<file path="config.mk">
export PLATFORM = sky130hd
export DESIGN_NAME = l2_prefetch_responder
export DESIGN_NICKNAME = d
export VERILOG_FILES = /design/src/rtl/l2_prefetch_responder.sv
export SDC_FILE = /design/constraint.sdc
export NUM_CORES = 1
export LEC_CHECK = 0
export CAP_MARGIN = 20
export CORE_AREA = 2 2 72 74
export CTS_CLUSTER_SIZE = 24
export DETAILED_ROUTE_END_ITERATION = 6
export DIE_AREA = 0 0 74 76
export GPL_ROUTABILITY_DRIVEN = 1
export GPL_TIMING_DRIVEN = 0
export PLACE_DENSITY = 0.83
export SKIP_LAST_GASP = 1
export SYNTH_ARGS = -nofsm -noshare
export SYNTH_HDL_FRONTEND = slang
export SYNTH_SLANG_ARGS = --single-unit
</file>
<file path="constraint.sdc">
create_clock -name clk -period 2.48 [get_ports clk]
set_input_delay 0.496 -clock clk [delete_from_list [all_inputs] [get_ports clk]]
set_output_delay 0.496 -clock clk [all_outputs]
set_load 0.05 [all_outputs]
</file>
<file path="src/rtl/l2_prefetch_responder.sv">
// L2-side prefetch responder: latch a line request, probe tags, refill on a
// miss, then pulse complete with hit/miss status. L1 traffic always wins.
module l2_prefetch_responder #(
  parameter int ADDR_WIDTH    = 32,
  parameter int L2cache_width = 3
) (
  input  logic                  clk,
  input  logic                  rstn,
  input  logic                  req_pref_l2cache,
  input  logic                  type_pref_l2cache,
  input  logic [ADDR_WIDTH-1:0] addr_pref_l2cache,
  output logic                  complete_l2cache_pref,
  output logic                  hit_l2cache_pref,
  output logic                  miss_l2cache_pref,
  input  logic                  l1_busy,
  input  logic                  l1_miss,
  output logic                  probe_req,
  output logic [ADDR_WIDTH-1:0] probe_addr,
  output logic                  probe_type,
  input  logic                  probe_valid,
  input  logic                  probe_hit,
  output logic                  mem_rd_valid,
  output logic [ADDR_WIDTH-1:0] mem_rd_addr,
  input  logic                  mem_rd_ready,
  input  logic                  mem_rvalid_pref,
  input  logic                  mem_rlast_pref,
  output logic                  err_l2cache_pref
);
  localparam int OFS = L2cache_width + 2;
  localparam logic [ADDR_WIDTH-1:0]    LINE_MASK = {ADDR_WIDTH{1'b1}} << OFS;
  localparam logic [L2cache_width-1:0] LAST_BEAT = {L2cache_width{1'b1}};

  typedef enum logic [2:0] {IDLE, PROBE, MREQ, MWAIT, RESP} state_t;

  state_t                   state, nstate;
  logic [ADDR_WIDTH-1:0]    addr_q;
  logic                     type_q, hit_q, miss_q, err_q;
  logic [L2cache_width-1:0] beat_q;
  logic                     accept, set_hit, set_miss, set_err, beat_inc;

  // state register
  always_ff @(posedge clk or negedge rstn) begin
    if (!rstn) state <= IDLE;
    else       state <= nstate;
  end

  // next state, flag updates and outputs
  always_comb begin
    nstate   = state;
    accept   = 1'b0;
    set_hit  = 1'b0;
    set_miss = 1'b0;
    set_err  = 1'b0;
    beat_inc = 1'b0;
    case (state)
      IDLE: if (req_pref_l2cache && !l1_busy) begin
        accept = 1'b1;
        nstate = PROBE;
      end
      PROBE: begin
        if (probe_valid) begin
          set_miss = l1_miss;
          if (probe_hit) begin
            set_hit = 1'b1;
            nstate  = RESP;
          end else begin
            nstate  = l1_miss ? RESP : MREQ;
          end
        end else if (l1_miss) begin
          set_miss = 1'b1;
          nstate   = RESP;
        end
      end
      MREQ: begin
        set_miss = l1_miss;
        if (mem_rd_ready)  nstate = MWAIT;
        else if (l1_miss)  nstate = RESP;
      end
      MWAIT: begin
        set_miss = l1_miss;
        if (mem_rvalid_pref) begin
          beat_inc = 1'b1;
          // completion follows the beat count; rlast is only cross-checked
          if (beat_q == LAST_BEAT) begin
            nstate  = RESP;
            set_err = !mem_rlast_pref;
          end else begin
            set_err = mem_rlast_pref;
          end
        end
      end
      RESP:    nstate = IDLE;
      default: nstate = IDLE;
    endcase
    complete_l2cache_pref = (state == RESP);
    hit_l2cache_pref      = (state == RESP) && hit_q;
    miss_l2cache_pref     = (state == RESP) && miss_q;
    probe_req             = (state == PROBE);
    mem_rd_valid          = (state == MREQ);
    probe_addr            = addr_q;
    mem_rd_addr           = addr_q;
    probe_type            = type_q;
    err_l2cache_pref      = err_q;
  end

  // latched request, sticky flags and refill beat counter
  always_ff @(posedge clk or negedge rstn) begin
    if (!rstn) begin
      addr_q <= '0;
      type_q <= 1'b0;
      hit_q  <= 1'b0;
      miss_q <= 1'b0;
      err_q  <= 1'b0;
      beat_q <= '0;
    end else begin
      err_q <= err_q | set_err;
      if (accept) begin
        addr_q <= addr_pref_l2cache & LINE_MASK;
        type_q <= type_pref_l2cache;
        hit_q  <= 1'b0;
        miss_q <= 1'b0;
        beat_q <= '0;
      end else begin
        hit_q  <= hit_q | set_hit;
        miss_q <= miss_q | set_miss;
        if (beat_inc) beat_q <= beat_q + 1'b1;
      end
    end
  end
endmodule

</file>
* Word level (Yosys, flattened, before mapping)
Index checks and enable logic that the tools add are counted.
** Word-level totals
- Register bits after elaboration :: 37
- Input port bits :: 43
- Word-level logic and storage cells :: 54
** Cells by class
- Eq/ne operators :: 8
- Bitwise logic cells :: 3
- Mux-type cells :: 26
- Reductions and logical operators :: 9
- $add $sub $neg :: 1
** Operators with widths (number)
- 3-bit 2-to-1 mux :: 10
- 1-bit 2-to-1 mux :: 14
- 3-bit one-hot mux with 4 select lines :: 1
- 3-bit by 2-bit equality test with 1-bit output (second input constant) :: 2
- 3-bit equality test (second input constant) :: 2
- 2-bit != test (second input constant) :: 3
- 3-bit by 1-bit adder with 3-bit output (second input constant) :: 1
- 3-bit by 1-bit equality test with 1-bit output (second input constant) :: 1
- 1-bit logical AND :: 3
- 3-bit logical NOT :: 1
- 1-bit OR :: 3
- 3-bit AND reduction :: 1
- 1-bit logical NOT :: 2
- 1-bit one-hot mux with 2 select lines :: 1
- 2-bit nonzero test :: 1
- 2-bit OR reduction :: 1

* Longest topological paths before layout
- Depth after elaboration :: 5
- Mapped depth :: 4
- Mapped depth without buffers :: 4

* Worst setup path after synthesis
No wires, ideal clock.
- Kind :: reg2out
- Start :: reg state[1]
- End :: out probe_req
- Data required time :: 1984 ps
- Path slack :: 215 ps
- Path buffers :: 1
- Arrival time :: 1769 ps
- Stages on the path, launching flop included :: 3
- Cells stage by stage :: dfrtp_1 -> buf_2 -> nor3b_1
** Between the ends
- Cells in the longest elaborated chain, start to end :: 1
** Ends and longest elaborated chain
- from (decl) :: RTL line 35 : state_t state, nstate;
- from (signal assigned) :: RTL line 44 : else state <= nstate;
- 3-bit by 1-bit equality test with 1-bit output :: RTL line 98 : probe_req = (state == PROBE);
- to (decl) :: RTL line 17 : output logic probe_req,
Every way passes these cells.

* Worst setup path after layout
- Start :: reg state[2]
- End :: out complete_l2cache_pref
** Between the ends
- Cells in the longest elaborated chain, start to end :: 1
** Ends and longest elaborated chain
- 3-bit equality test :: RTL line 95 : complete_l2cache_pref = (state == RESP);
- to (decl) :: RTL line 12 : output logic complete_l2cache_pref,
Every way passes these cells.

==> flow_summary.yaml <==
sta:
  maxSlewViolCount: 0
  fin_skew_ns: 0.00213
  rsz0062_at_grt: "no"
  slew_headroom_pct: 45.2
  hold_viol_final: 0
  setup_viol: 0
  max_freq_ghz: 0.430
  fin_hold_ws_ns: 0.307
  timing.final.crit_share_pct: 93.7
  worst_pin_slew_ns: 0.823
  finalSetupTns_ns: 0
  fin_crit_ns: 2.32
clock_tree:
  cts.clk_slew.worst_paths_ns: 0.07
  cts_root_buf: "clkbuf_8"
  htree_levels: 2
  clkSinkCount: 37
  clk_latency_ns: 0.28
  cts_made_buffers: 5
  post_cts_buffers: 0
  cts_hold_buf: 0
  cts_tree: "built"
  cts_max_path_buffers: 2
detailed_routing:
  viasPerCell: 4.22
  drt.antenna.violating_nets: 0
  drt-total-wl_mm: 3.87
  vias: 1414
  wl_per_cell_microns: 11.6
  drtPass1Iterations: 4
  drc: 0
  drt_iter0_markers: 36
finish:
  multi_input_area_sq_um: 609
  area_delta_synth_final_pct: 64.6
  antennaDiodeCount: 0
  final_util_pct: 62.1
  stdcell_count: 335
  seqCellArea_sq_um: 926
  drive_above_1_share_pct: 30.2
  nets: 309
  n_fill_cell: 427
logic_synthesis:
  yosysSeqAreaShare_pct: 50.0
  ys_warn_count: 0
  synth_top_area_cell: "dfrtp_1"
  ys_top_cells_by_count: "buf_4, dfrtp_1, mux2_2, inv_1"
  synth_seq_cells: 37
  synth_cell_types: 32
  synth_area_leaders: "dfrtp_1, mux2_2, buf_4, buf_6, mux2_1"
  synth_cells: 150
  syn-cell-area_sq_um: 1850
  yosys_most_used_dff: "dfrtp_1"
  synthArstFlopShare_pct: 100
  yosys.area.top_type_share_pct: 50.0
  synth_edf_count: 0
  avgSynthCellArea_sq_um: 12.4
placed_design:
  numPortBuffers: 98
  dp_hpwl_mm: 2.99
  gp_congestion: 0.800
  dp.cells: 327
grt:
  track_usage_pct: 14.3
  grt_start_max_net_pins: 38
  grt_antenna_before_repair: 0
  grt_pass1_vias: 1411
  grt_pass1_wl_mm: 6.37
  grt_overflow: 0
setup_path:
  endpoint_kind: "output pin"
  worstPathRequired_ns: 1.98
  criticalPathCategory: "reg -> out"
  worstPathArrival_ns: 1.83
  path_max_fanout: 10
  worst_setup_path_start_kind: "flip-flop"
die:
  die_x_microns: 74
  fp.dieH_microns: 76
  coreArea_sq_um: 4910
  start_util_pct: 37.7
  rows: 26
  io_pins: 114
  die_area_sq_um: 5620
worst_hold_path:
  hold_class: "in -> async"
flow_run:
  maxCapViolations: 0
status:
  status: "completed"
## state kept, by name, summed over array words and instances (netlist names)
signal / count
beat_q: 3
err_l2cache_pref: 1
hit_q: 1
mem_rd_addr: 27
miss_q: 1
probe_type: 1
state: 3
## cells by family after synthesis
kind of cell	Yosys count	synth area share, %
buffers and inverters	48	19.0
DFF	37	50.0
muxes	28	17.0
and+or+nand+nor	20	7.16
AOI/OAI and AO/OA	12	4.39
adders and majority gates	2	1.35
xor gates and xnor gates	2	0.945
other	1	0.202
## path summary, 6_finish.rpt
check                      slack, ns        startpoint                    end  cells after the start
min reg2reg                     0.49  err_l2cache_pref       err_l2cache_pref                      1
max reg2reg                     0.75          state[0]        mem_rd_addr[12]                      4
max in group asynchronous       1.66              rstn        mem_rd_addr[21]                      1
max                             0.16          state[2]  complete_l2cache_pref                      4
min                             0.31              rstn               state[0]                      1
min in group clk                0.49  err_l2cache_pref       err_l2cache_pref                      1
## metrics by stage
stage | setup WS, ns | area [sq um]
after floorplan | 0.215 | 1890
final | 0.155 | 3050
after CTS | 0.0295 | 3050
after global placement | 0.0681 | 2960
after global routing | 0.0452 | 3050
after detailed placement | 0.241 | 2950
## critical path: stages, from the launching register on
cell and delay (ns):
dfrtp_1 0.35, buf_6 0.14, inv_1 0.06, nor3_1 0.18
clkdlybuf4s50_1 0.83
## routing by layer
layer / wire, microns / part of all wire [%] / global-route usage [%]
met5: 0 / 0 / 0
met4: 44 / 1.1 / 4.91
met3: 415 / 11 / 4.63
met2: 1880 / 49 / 23.8
met1: 1530 / 40 / 17.3
## placed cells by master (no fill, tap or decap), drive strengths merged
master         synthesis  layout
a21oi                  3       3
a311oi                 1       1
a31o                   1       1
a31oi                  1       1
and3                   2       2
buf                   43      44
clkbuf                 0       7
clkdlybuf4s50          0      93
clkinv                 0       1
conb                   1      10
dfrtp                 37      37
dlygate4sd2            0       3
dlymetal6s2s           0       1
ha                     2       2
inv                    5       5
mux2                  28      28
nand2                  2       2
nand2b                 2       2
nand3                  1       1
nand3b                 2       2
nand4b                 1       1
nor2                   4       4
nor3                   1       1
nor3b                  2       2
nor4                   1       1
nor4b                  1       1
o21ai                  1       1
o21ba                  1       1
o21bai                 1       1
o22ai                  2       2
o31ai                  1       1
or3                    1       1
xnor2                  1       1
xor2                   1       1
## layout make-up
class	instances	area share [%]
repair buffers	98	32.0
flip-flops and latches	37	30.4
multi-input cells	74	20.0
well taps	70	2.87
clock inverters	1	0.164
inverters	5	0.615
plain buffers	43	10.9
clock buffers	7	3.16
## repair_timing
| action | in CTS | in global routing |
|---|---|---|
| resized for setup | 3 | 1 |
| setup endpoints to repair | 3 | 1 |
| endpoints found under the hold margin | 0 | 0 |
Power is left out: the tool's default activity adds up to more than one toggle a clock period on the data nets, which glitch-free logic cannot reach.
